==> src/rtl/cnn_pkg.sv <==
// cnn_pkg: shared types and sizing helpers for the convolution engine.
// Holds the FSM state encoding and pooling-mode constants.
package cnn_pkg;

    typedef enum logic [2:0] {
        IDLE,
        LOAD_W,
        LOAD_IMG,
        CONV,
        ACT,
        FIN
    } state_e;

    localparam logic POOL_SUM = 1'b0;
    localparam logic POOL_MAX = 1'b1;

    // Narrowest accumulator that holds K*K full-precision products
    function automatic int acc_w_min(input int data_w, input int k);
        return 2 * data_w + $clog2(k * k);
    endfunction

endpackage

==> src/rtl/cnn_mac_unit.sv <==
// cnn_mac_unit: signed DATA_W x DATA_W multiply-accumulate into ACC_W,
// with synchronous clear (priority) and accumulate enable.
module cnn_mac_unit #(
    parameter int DATA_W = 16,
    parameter int ACC_W  = 48
) (
    input  logic                     clk,
    input  logic                     rst,
    input  logic                     clr,
    input  logic                     en,
    input  logic signed [DATA_W-1:0] a,
    input  logic signed [DATA_W-1:0] b,
    output logic signed [ACC_W-1:0]  acc
);

    logic signed [2*DATA_W-1:0] prod;
    logic signed [ACC_W-1:0]    acc_d;
    logic signed [ACC_W-1:0]    acc_q;

    // Full-precision product sign-extended into the accumulator
    always_comb begin
        prod  = a * b;
        acc_d = acc_q;
        if (clr) begin
            acc_d = '0;
        end else if (en) begin
            acc_d = acc_q + ACC_W'(prod);
        end
    end

    // Accumulator register
    always_ff @(posedge clk or negedge rst) begin
        if (!rst) acc_q <= '0;
        else      acc_q <= acc_d;
    end

    assign acc = acc_q;

endmodule

==> src/rtl/cnn_conv_engine.sv <==
// cnn_conv_engine: KxK valid-mode convolution over a streamed image,
// with per-position ReLU and sum/max pooling to one scalar result.
module cnn_conv_engine
    import cnn_pkg::*;
#(
    parameter int IMG_W  = 8,
    parameter int IMG_H  = 8,
    parameter int K      = 3,
    parameter int DATA_W = 16,
    parameter int ACC_W  = 48
) (
    input  logic                     clk,
    input  logic                     rst,
    input  logic                     start,
    input  logic                     mode_max,
    input  logic                     relu_en,
    input  logic                     in_valid,
    output logic                     in_ready,
    input  logic signed [DATA_W-1:0] in_data,
    output logic                     busy,
    output logic signed [ACC_W-1:0]  value,
    output logic                     done
);

    localparam int KK   = K * K;
    localparam int NPIX = IMG_W * IMG_H;
    localparam int OH   = IMG_H - K + 1;
    localparam int OW   = IMG_W - K + 1;
    localparam int W_IW = (KK > 1) ? $clog2(KK) : 1;
    localparam int P_IW = (NPIX > 1) ? $clog2(NPIX) : 1;
    localparam int RW   = (OH > 1) ? $clog2(OH) : 1;
    localparam int CW   = (OW > 1) ? $clog2(OW) : 1;
    localparam int KW   = (K > 1) ? $clog2(K) : 1;
    localparam logic signed [ACC_W-1:0] SAT_MAX = {1'b0, {(ACC_W-1){1'b1}}};
    localparam logic signed [ACC_W-1:0] SAT_MIN = {1'b1, {(ACC_W-1){1'b0}}};

    if (ACC_W < acc_w_min(DATA_W, K)) begin : g_accw_chk
        $error("cnn_conv_engine: ACC_W too narrow for DATA_W and K");
    end
    if (K < 1 || IMG_W < K || IMG_H < K) begin : g_size_chk
        $error("cnn_conv_engine: need K >= 1 and image at least KxK");
    end

    state_e                    state_q, state_d;
    logic                      mode_q, mode_d;
    logic                      relu_q, relu_d;
    logic                      busy_q, busy_d;
    logic                      done_q, done_d;
    logic                      rdy_q, rdy_d;
    logic                      first_q, first_d;
    logic signed [ACC_W-1:0]   value_q, value_d;
    logic signed [ACC_W-1:0]   pool_q, pool_d;
    logic [P_IW-1:0]           cnt_q, cnt_d;
    logic [RW-1:0]             row_q, row_d;
    logic [CW-1:0]             col_q, col_d;
    logic [KW-1:0]             ki_q, ki_d;
    logic [KW-1:0]             kj_q, kj_d;

    logic signed [DATA_W-1:0]  w_q [KK];
    logic signed [DATA_W-1:0]  img_q [NPIX];

    logic                      accept;
    logic                      w_we;
    logic                      img_we;
    logic                      mac_en;
    logic                      mac_clr;
    logic                      last_k;
    logic                      last_pos;
    logic [W_IW-1:0]           w_addr;
    logic [P_IW-1:0]           p_addr;
    logic signed [ACC_W-1:0]   acc;
    logic signed [ACC_W-1:0]   act_val;
    logic signed [ACC_W-1:0]   max_val;
    logic signed [ACC_W-1:0]   sat_sum;
    logic [ACC_W:0]            sum_x;

    cnn_mac_unit #(
        .DATA_W (DATA_W),
        .ACC_W  (ACC_W)
    ) u_mac (
        .clk (clk),
        .rst (rst),
        .clr (mac_clr),
        .en  (mac_en),
        .a   (w_q[w_addr]),
        .b   (img_q[p_addr]),
        .acc (acc)
    );

    // Handshake, buffer addressing and post-MAC ReLU / pooling datapath
    always_comb begin
        accept   = rdy_q && in_valid;
        w_we     = accept && (state_q == LOAD_W);
        img_we   = accept && (state_q == LOAD_IMG);
        mac_en   = (state_q == CONV);
        mac_clr  = (state_q == ACT) || ((state_q == IDLE) && start);
        last_k   = (ki_q == KW'(K - 1)) && (kj_q == KW'(K - 1));
        last_pos = (row_q == RW'(OH - 1)) && (col_q == CW'(OW - 1));
        w_addr   = W_IW'(int'(ki_q) * K + int'(kj_q));
        p_addr   = P_IW'((int'(row_q) + int'(ki_q)) * IMG_W
                         + int'(col_q) + int'(kj_q));
        act_val  = (relu_q && acc[ACC_W-1]) ? '0 : acc;
        max_val  = (first_q || (act_val > pool_q)) ? act_val : pool_q;
        sum_x    = {act_val[ACC_W-1], act_val} + {pool_q[ACC_W-1], pool_q};
        sat_sum  = sum_x[ACC_W-1:0];
        if (sum_x[ACC_W] != sum_x[ACC_W-1]) begin
            sat_sum = sum_x[ACC_W] ? SAT_MIN : SAT_MAX;
        end
    end

    // Sequencer: load weights, load image, scan positions, finish
    always_comb begin
        state_d = state_q;
        mode_d  = mode_q;
        relu_d  = relu_q;
        busy_d  = busy_q;
        done_d  = 1'b0;
        rdy_d   = rdy_q;
        first_d = first_q;
        value_d = value_q;
        pool_d  = pool_q;
        cnt_d   = cnt_q;
        row_d   = row_q;
        col_d   = col_q;
        ki_d    = ki_q;
        kj_d    = kj_q;
        unique case (state_q)
            IDLE: begin
                if (start) begin
                    state_d = LOAD_W;
                    mode_d  = mode_max;
                    relu_d  = relu_en;
                    busy_d  = 1'b1;
                    rdy_d   = 1'b1;
                    first_d = 1'b1;
                    pool_d  = '0;
                    cnt_d   = '0;
                end
            end
            LOAD_W: begin
                if (accept) begin
                    if (cnt_q == P_IW'(KK - 1)) begin
                        cnt_d   = '0;
                        state_d = LOAD_IMG;
                    end else begin
                        cnt_d = cnt_q + P_IW'(1);
                    end
                end
            end
            LOAD_IMG: begin
                if (accept) begin
                    if (cnt_q == P_IW'(NPIX - 1)) begin
                        state_d = CONV;
                        rdy_d   = 1'b0;
                        cnt_d   = '0;
                        row_d   = '0;
                        col_d   = '0;
                        ki_d    = '0;
                        kj_d    = '0;
                    end else begin
                        cnt_d = cnt_q + P_IW'(1);
                    end
                end
            end
            CONV: begin
                if (last_k) begin
                    ki_d    = '0;
                    kj_d    = '0;
                    state_d = ACT;
                end else if (kj_q == KW'(K - 1)) begin
                    kj_d = '0;
                    ki_d = ki_q + KW'(1);
                end else begin
                    kj_d = kj_q + KW'(1);
                end
            end
            ACT: begin
                pool_d  = (mode_q == POOL_MAX) ? max_val : sat_sum;
                first_d = 1'b0;
                if (last_pos) begin
                    state_d = FIN;
                    done_d  = 1'b1;
                    value_d = pool_d;
                end else begin
                    state_d = CONV;
                    if (col_q == CW'(OW - 1)) begin
                        col_d = '0;
                        row_d = row_q + RW'(1);
                    end else begin
                        col_d = col_q + CW'(1);
                    end
                end
            end
            FIN: begin
                state_d = IDLE;
                busy_d  = 1'b0;
            end
            default: begin
                state_d = IDLE;
            end
        endcase
    end

    // Control and result registers
    always_ff @(posedge clk or negedge rst) begin
        if (!rst) begin
            state_q <= IDLE;
            mode_q  <= 1'b0;
            relu_q  <= 1'b0;
            busy_q  <= 1'b0;
            done_q  <= 1'b0;
            rdy_q   <= 1'b0;
            first_q <= 1'b0;
            value_q <= '0;
            pool_q  <= '0;
            cnt_q   <= '0;
            row_q   <= '0;
            col_q   <= '0;
            ki_q    <= '0;
            kj_q    <= '0;
        end else begin
            state_q <= state_d;
            mode_q  <= mode_d;
            relu_q  <= relu_d;
            busy_q  <= busy_d;
            done_q  <= done_d;
            rdy_q   <= rdy_d;
            first_q <= first_d;
            value_q <= value_d;
            pool_q  <= pool_d;
            cnt_q   <= cnt_d;
            row_q   <= row_d;
            col_q   <= col_d;
            ki_q    <= ki_d;
            kj_q    <= kj_d;
        end
    end

    // Weight and image buffers; contents are don't-care after reset
    always_ff @(posedge clk) begin
        if (w_we)   w_q[W_IW'(cnt_q)] <= in_data;
        if (img_we) img_q[cnt_q]      <= in_data;
    end

    assign in_ready = rdy_q;
    assign busy     = busy_q;
    assign done     = done_q;
    assign value    = value_q;

endmodule

==> config.mk <==
export PLATFORM = sky130hd
export DESIGN_NAME = cnn_conv_engine
export DESIGN_NICKNAME = d
export VERILOG_FILES = /design/src/rtl/cnn_pkg.sv /design/src/rtl/cnn_mac_unit.sv /design/src/rtl/cnn_conv_engine.sv
export SDC_FILE = /design/constraint.sdc
export NUM_CORES = 2
export LEC_CHECK = 0
export ABC_AREA = 0
export ABC_CLOCK_PERIOD_IN_PS = 14450
export BUFFER_PORTS_ARGS = -buffer_cell sky130_fd_sc_hd__buf_2
export CELL_PAD_IN_SITES_DETAIL_PLACEMENT = 1
export CELL_PAD_IN_SITES_GLOBAL_PLACEMENT = 2
export CORE_MARGIN = 2
export CORE_UTILIZATION = 25
export CTS_BUF_LIST = sky130_fd_sc_hd__clkbuf_16
export DETAILED_ROUTE_END_ITERATION = 6
export PLACE_DENSITY = 0.49
export SLEW_MARGIN = 10
export SYNTH_ARGS = -nofsm -noshare
export SYNTH_HDL_FRONTEND = slang
export SYNTH_SLANG_ARGS = --single-unit
==> constraint.sdc <==
create_clock -name clk -period 14.45 [get_ports clk]
set_input_delay 2.1675 -clock clk [delete_from_list [all_inputs] [get_ports clk]]
set_output_delay 2.1675 -clock clk [all_outputs]
set_load 0.03 [all_outputs]
* Word level (Yosys, flattened, before mapping) *
Memories as Yosys holds them, arrays and structs flattened.
Index checks and enable logic that the tools add are counted.

storage, ports and cells
  flip-flop bits (word level) = 169
  memory bits (writable) = 1168
  memories = 2

memory list
  memory  words  width  read ports  clocked after Yosys merged registers in  wr ports  line                   text
  img_q   64     16     1           0                                        1         cnn_conv_engine.sv:60  logic signed [DATA_W-1:0] img_q [NPIX];
  w_q     9      16     1           0                                        1         cnn_conv_engine.sv:59  logic signed [DATA_W-1:0] w_q [KK];

operators by class
  add/subtract/negate cells = 11
  $mul = 2
  magnitude comparators = 1
  eq/ne operators = 21
  multiplexer cells = 51
  reduce and logical (&&, ||, !) cells = 28

operators by type and width
  operator                                                         count
  48-bit two-way mux                                               8
  48-bit one-hot mux with 2 select lines                           1
  48-bit by 48-bit adder with 49-bit output                        1
  48-bit by 32-bit adder with 48-bit output                        1
  48-bit > comparator                                              1
  3-bit two-way mux                                                13
  16-bit by 16-bit multiplier with 32-bit output                   1
  6-bit two-way mux                                                5
  6-bit one-hot mux with 3 select lines                            1
  4-bit AND reduction                                              4
  3-bit one-hot mux with 5 select lines                            1
  3-bit == test, second input constant                             4
  2-bit two-way mux                                                6
  3-bit one-hot mux with 2 select lines                            2
  2-bit nonzero test                                               6
  1-bit two-way mux                                                9
  2-bit by 1-bit != test with 1-bit output, second input constant  4
  2-bit != test, second input constant                             4
  2-bit one-hot mux with 2 select lines                            2
  2-bit AND reduction                                              4
  1-bit logical AND                                                7
  3-bit by 1-bit adder with 3-bit output, second input constant    2
  6-bit by 1-bit adder with 6-bit output, second input constant    1
  6-bit by 2-bit adder with 6-bit output                           1
  19 further kinds                                                 25

* Depth between registers and ports, before layout *
An unclocked memory read counts as a cell.

  depth in word-level cells = 8
  depth in mapped cells = 38
  depth with buffers taken out = 34

* Modules after synthesis *
From an unflattened synthesis, not the netlist that was laid out.

unflattened totals
  cells, all modules = 4965
  area total of the unflattened synthesis = 71881.4 um^2

by module, submodules not included
  module           times used  cells an instance  area an instance (um^2)  sequential area each (um^2)
  cnn_conv_engine  1           3303               56248.9                  38101.5
  cnn_mac_unit     1           1662               15632.5                  1201.2

* Least setup slack after synthesis *
No wires, ideal clock.

  path kind = reg2reg
  from = reg kj_q[0]
  to = reg u_mac.acc_q[45] (netlist: u_mac.acc[45])
  setup time = 0.133 ns
  data arrival time = 9.727 ns
  setup slack = 4.590 ns
  stages on the path, launching flop included = 38
  path buffers = 6
  clock period less this slack = 9.860 ns
  cells stage by stage = dfrtp_1 -> ha_1 -> inv_1 -> fa_1 -> buf_2 -> buf_2 -> buf_1 -> buf_1 -> mux4_2 -> mux4_2 -> mux2i_1 -> a21oi_1 -> buf_2 -> nand2_1 -> inv_1 -> fa_1 -> inv_1 -> fa_1 -> [... 2 more ...] -> inv_1 -> fa_1 -> inv_1 -> fa_1 -> inv_1 -> ha_1 -> clkbuf_1 -> a21oi_1 -> nor2b_1 -> o21ai_0 -> nand2b_1 -> a21o_1 -> a21o_1 -> a21o_1 -> a21oi_1 -> nand2_1 -> xnor2_1 -> o21ai_0

between the ends
  word-level cells in the longest chain between the ends = 6
  elaborated cells between the ends (all ways) = 8
  those cells by class = add/sub (3); mul (1); mux (2); memory (2)

RTL lines
  what                                                                                              line                                           text
  start, declared                                                                                   cnn_conv_engine.sv:57                          logic [KW-1:0] kj_q, kj_d;
  start signal, assigned                                                                            cnn_conv_engine.sv:235                         kj_q <= kj_d;
  6-bit by 2-bit adder with 6-bit output or 4-bit by 2-bit adder with 4-bit output (tied branches)  cnn_conv_engine.sv:101, cnn_conv_engine.sv:99
  memory 64 x 16 bit or memory 9 x 16 bit (tied branches)                                           --
  16-bit by 16-bit multiplier with 32-bit output (*)                                                cnn_mac_unit.sv:22                             prod = a * b;
  48-bit by 32-bit adder with 48-bit output (*)                                                     cnn_mac_unit.sv:27                             acc_d = acc_q + ACC_W'(prod);
  48-bit two-way mux (*)                                                                            cnn_mac_unit.sv:26                             end else if (en) begin
  48-bit two-way mux (*)                                                                            cnn_mac_unit.sv:24                             if (clr) begin
  end signal, assigned                                                                              cnn_mac_unit.sv:33                             if (!rst) acc_q <= '0;
  end signal, assigned                                                                              cnn_mac_unit.sv:34                             else acc_q <= acc_d;
  end, declared                                                                                     cnn_mac_unit.sv:18                             logic signed [ACC_W-1:0] acc_q;

Mark *: on every way between the ends. The rest lies on a longest branch, timed or not. The select of a mux whose other input is x is not followed.
A chain may end at the register's enable or synchronous reset.

* Final worst setup path *
  from = reg kj_q[0]
  to = reg u_mac.acc_q[40] (netlist: u_mac.acc[40])

The elaborated chain is that of the path after synthesis.

==> impl_metrics.yaml <==
clock_network:
  htreeDepth: 4
  cts_resized: 0
  cts-root-buf: "clkbuf_16"
  clkSinkCount: 1337
  cts_buffer_depth: 4
  clock_latency_ns: 0.86
  numCtsBuffers: 163
  cts.clk_slew.worst_paths_ns: 0.06
  post_cts_buffers: 0
  cts_tree: "built"
  holdBufCountCts: 0
logic_synthesis:
  synth_top_cells_by_count: "edfxtp_1, inv_1, fa_1, mux4_2, nor2_1"
  synth.top_cell.area_share_pct: 49.34
  synth.area.top_cells: "edfxtp_1, mux4_2, fa_1, dfrtp_1, ha_1"
  ys_warn_count: 0
  synth_area_leader_cell: "edfxtp_1"
  synth_top_flop_cell: "edfxtp_1"
  synth-async-reset-ratio_pct: 12.64
  synthesis.area_um2: 71090
  syn_area_per_cell_um2: 14.62
  synth.distinct_cells: 81
  ys_seq_elements: 1337
  syn_inst: 4863
  yosysMostFrequentCell: "edfxtp_1"
  yosysSeqAreaShare_pct: 55.28
  synth-edff-count: 1168
  synth_fp_nets: 5492
critical_path:
  cp_slowest_cell: "fa_4"
  worstSetupPathType: "reg2reg"
  cpMostUsedCell: "fa_1"
  end_kind: "flip-flop"
  critPathMaxFanout: 23
  slowest_delay_ns: 1.07
  startpoint_type: "flip-flop"
  cp.arrival_ns: 12.00
  required_ns: 15.12
floorplanning:
  core-area_um2: 282500
  io-pin-count: 73
  die_area_um2: 288600
  die_h_um: 537.3
  fp-row-count: 195
  initial_core_util_pct: 25.16
  die_w_um: 537.3
timing:
  fin_setup_tns_ns: 0
  finClkSkew_ns: 0.09613
  finalHoldViolCount: 0
  rsz0062_at_grt: "false"
  relSlewSlack_pct: 22.53
  tightest_slew_ns: 1.162
  period_needed_ns: 11.33
  slew_viol_final: 0
  finalSetupViolations: 0
  fin_crit_sh_pct: 78.38
  maxClockFrequency_mhz: 88.29
drt:
  drcViolationCount: 0
  dr.pass1.iters: 4
  totalWireLength_um: 227400
  wire_per_inst_um: 25.53
  ant_nets: 0
  first_iter_violations: 2835
  vias: 41070
  vias_per_cell: 4.611
outcome:
  status: "finished clean"
global_routing:
  globalRouteTotalUtil_pct: 15.81
  grt_max_degree: 74
  grt_pass1_vias: 45390
  overflow: 0
  grt_pass1_wl_um: 334000
  antenna_found_initial: 13
layout:
  syn2layout_area_growth_pct: 14.90
  seqCellArea_um2: 39300
  fillCellCount: 29990
  drive_gt1_share_pct: 17.67
  nets: 5674
  multi_input_area_um2: 28930
place:
  gp_congestion: 0.7752
  numPortBuffers: 72
  hpwl_um: 152300
run:
  max-cap-violations: 0
min_path:
  min_path_type: "reg2reg"
-- final cells by class --
class	instances	area share (%)
timing repair buffer	239	2.065
tap	3743	5.733
multi-input combinational	2744	35.42
antenna	4	0.01225
sequential	1337	48.12
inverter	560	2.573
clock buffer	165	5.055
clock inverter	115	1.022
-- sequential cells by signal (all words and copies together), names as in the netlist --
name       count
u_mac.acc     48
row_q          3
in_ready       1
busy           1
img_q       1024
done           1
ki_q           2
state_q        3
pool_q        48
value         48
w_q          144
relu_q         1
first_q        1
col_q          3
kj_q           2
cnt_q          6
mode_q         1
-- cell usage in the layout, fill, tap and decap left out, drive strengths merged, types with 18 or more instances in the layout --
master / netlist / routed
nor3: 29 / 29
a22o: 18 / 18
clkbuf: 134 / 165
a21oi: 176 / 176
nor2: 329 / 329
a31oi: 22 / 22
xor2: 31 / 31
fa: 368 / 368
mux2i: 69 / 69
dfrtp: 169 / 169
nand3: 53 / 53
a211oi: 27 / 27
clkinv: 0 / 59
nand2b: 25 / 25
o21bai: 19 / 19
edfxtp: 1168 / 1168
and2: 81 / 81
mux2: 23 / 23
xnor2: 70 / 70
inv: 560 / 598
nand4: 22 / 22
nor2b: 50 / 50
mux4: 352 / 352
buf: 88 / 239
o31ai: 20 / 20
a221oi: 18 / 18
a21o: 49 / 49
o221ai: 27 / 27
nand2: 291 / 291
o21ai: 164 / 164
ha: 239 / 239
-- cell families (layout without fill, tap and decap cells) --
| family | count (synthesis) | in the layout | synth area share, % |
|---|---|---|---|
| AND/OR/NAND/NOR | 940 | 940 | 6.033 |
| buffers and inverters | 782 | 1079 | 4.301 |
| AO/OA/AOI/OAI | 652 | 652 | 6.070 |
| multiplexers | 444 | 444 | 12.49 |
| other | 0 | 4 | 0 |
| XOR/XNOR | 101 | 101 | 1.255 |
| flip-flops | 1337 | 1337 | 55.28 |
| adder cells (fa/ha/maj) | 607 | 607 | 14.57 |
-- final timing paths --
path                                  startpoint                        end  slack [ns]  cells past startpoint
max                          kj_q[0]$_DFFE_PN0P_  u_mac.acc[40]$_DFFE_PN0P_        3.12                     33
min                        value[32]$_DFFE_PN0P_      value[32]$_DFFE_PN0P_        0.48                      2
max reg2reg                  kj_q[0]$_DFFE_PN0P_  u_mac.acc[40]$_DFFE_PN0P_        3.12                     33
min reg2reg                value[32]$_DFFE_PN0P_      value[32]$_DFFE_PN0P_        0.48                      2
max in group asynchronous                    rst         mode_q$_DFFE_PN0P_       11.90                      2
min in group asynchronous                    rst      value[27]$_DFFE_PN0P_        1.30                      1
-- critical path, delay by kind of cell, from the launching register on --
family | cells | cell delay [ns]
simple gates | 2 | 0.26
fa+ha+maj | 9 | 4.57
xor+xnor | 1 | 0.15
compound gates | 10 | 2.81
buf+inv | 8 | 1.46
flops | 1 | 0.46
mux | 3 | 1.39
-- metal layers --
layer  share of wire (%)  GRT usage [%]  vias up
li1                    -              -    18120
met1                  46          21.74    22130
met2                  49          26.98      599
met3                 2.9          1.677      221
met4                 1.8          3.161        4
met5               0.012              0        -
-- through the flow --
| step | setup slack, ns | std cells | hold slack, ns | util [%] | cell area, um^2 |
|---|---|---|---|---|---|
| 2_1_floorplan | 4.590 | 4863 | 0.4498 | - | 71090 |
| 3_3_place_gp | 2.798 | 8623 | 0.4563 | 27.15 | 76710 |
| 3_5_place_dp | 2.800 | 8623 | 0.4652 | 27.15 | 76710 |
| 4_1_cts | 2.839 | 8903 | 0.4797 | 28.91 | 81670 |
| 5_1_grt | 2.429 | 8905 | 0.4953 | 28.91 | 81680 |
| 6_report | 3.124 | 8907 | 0.4759 | 28.91 | 81680 |
Power is not shown: default switching activity piles up to over one toggle a cycle in this logic, so the estimate is an artifact.
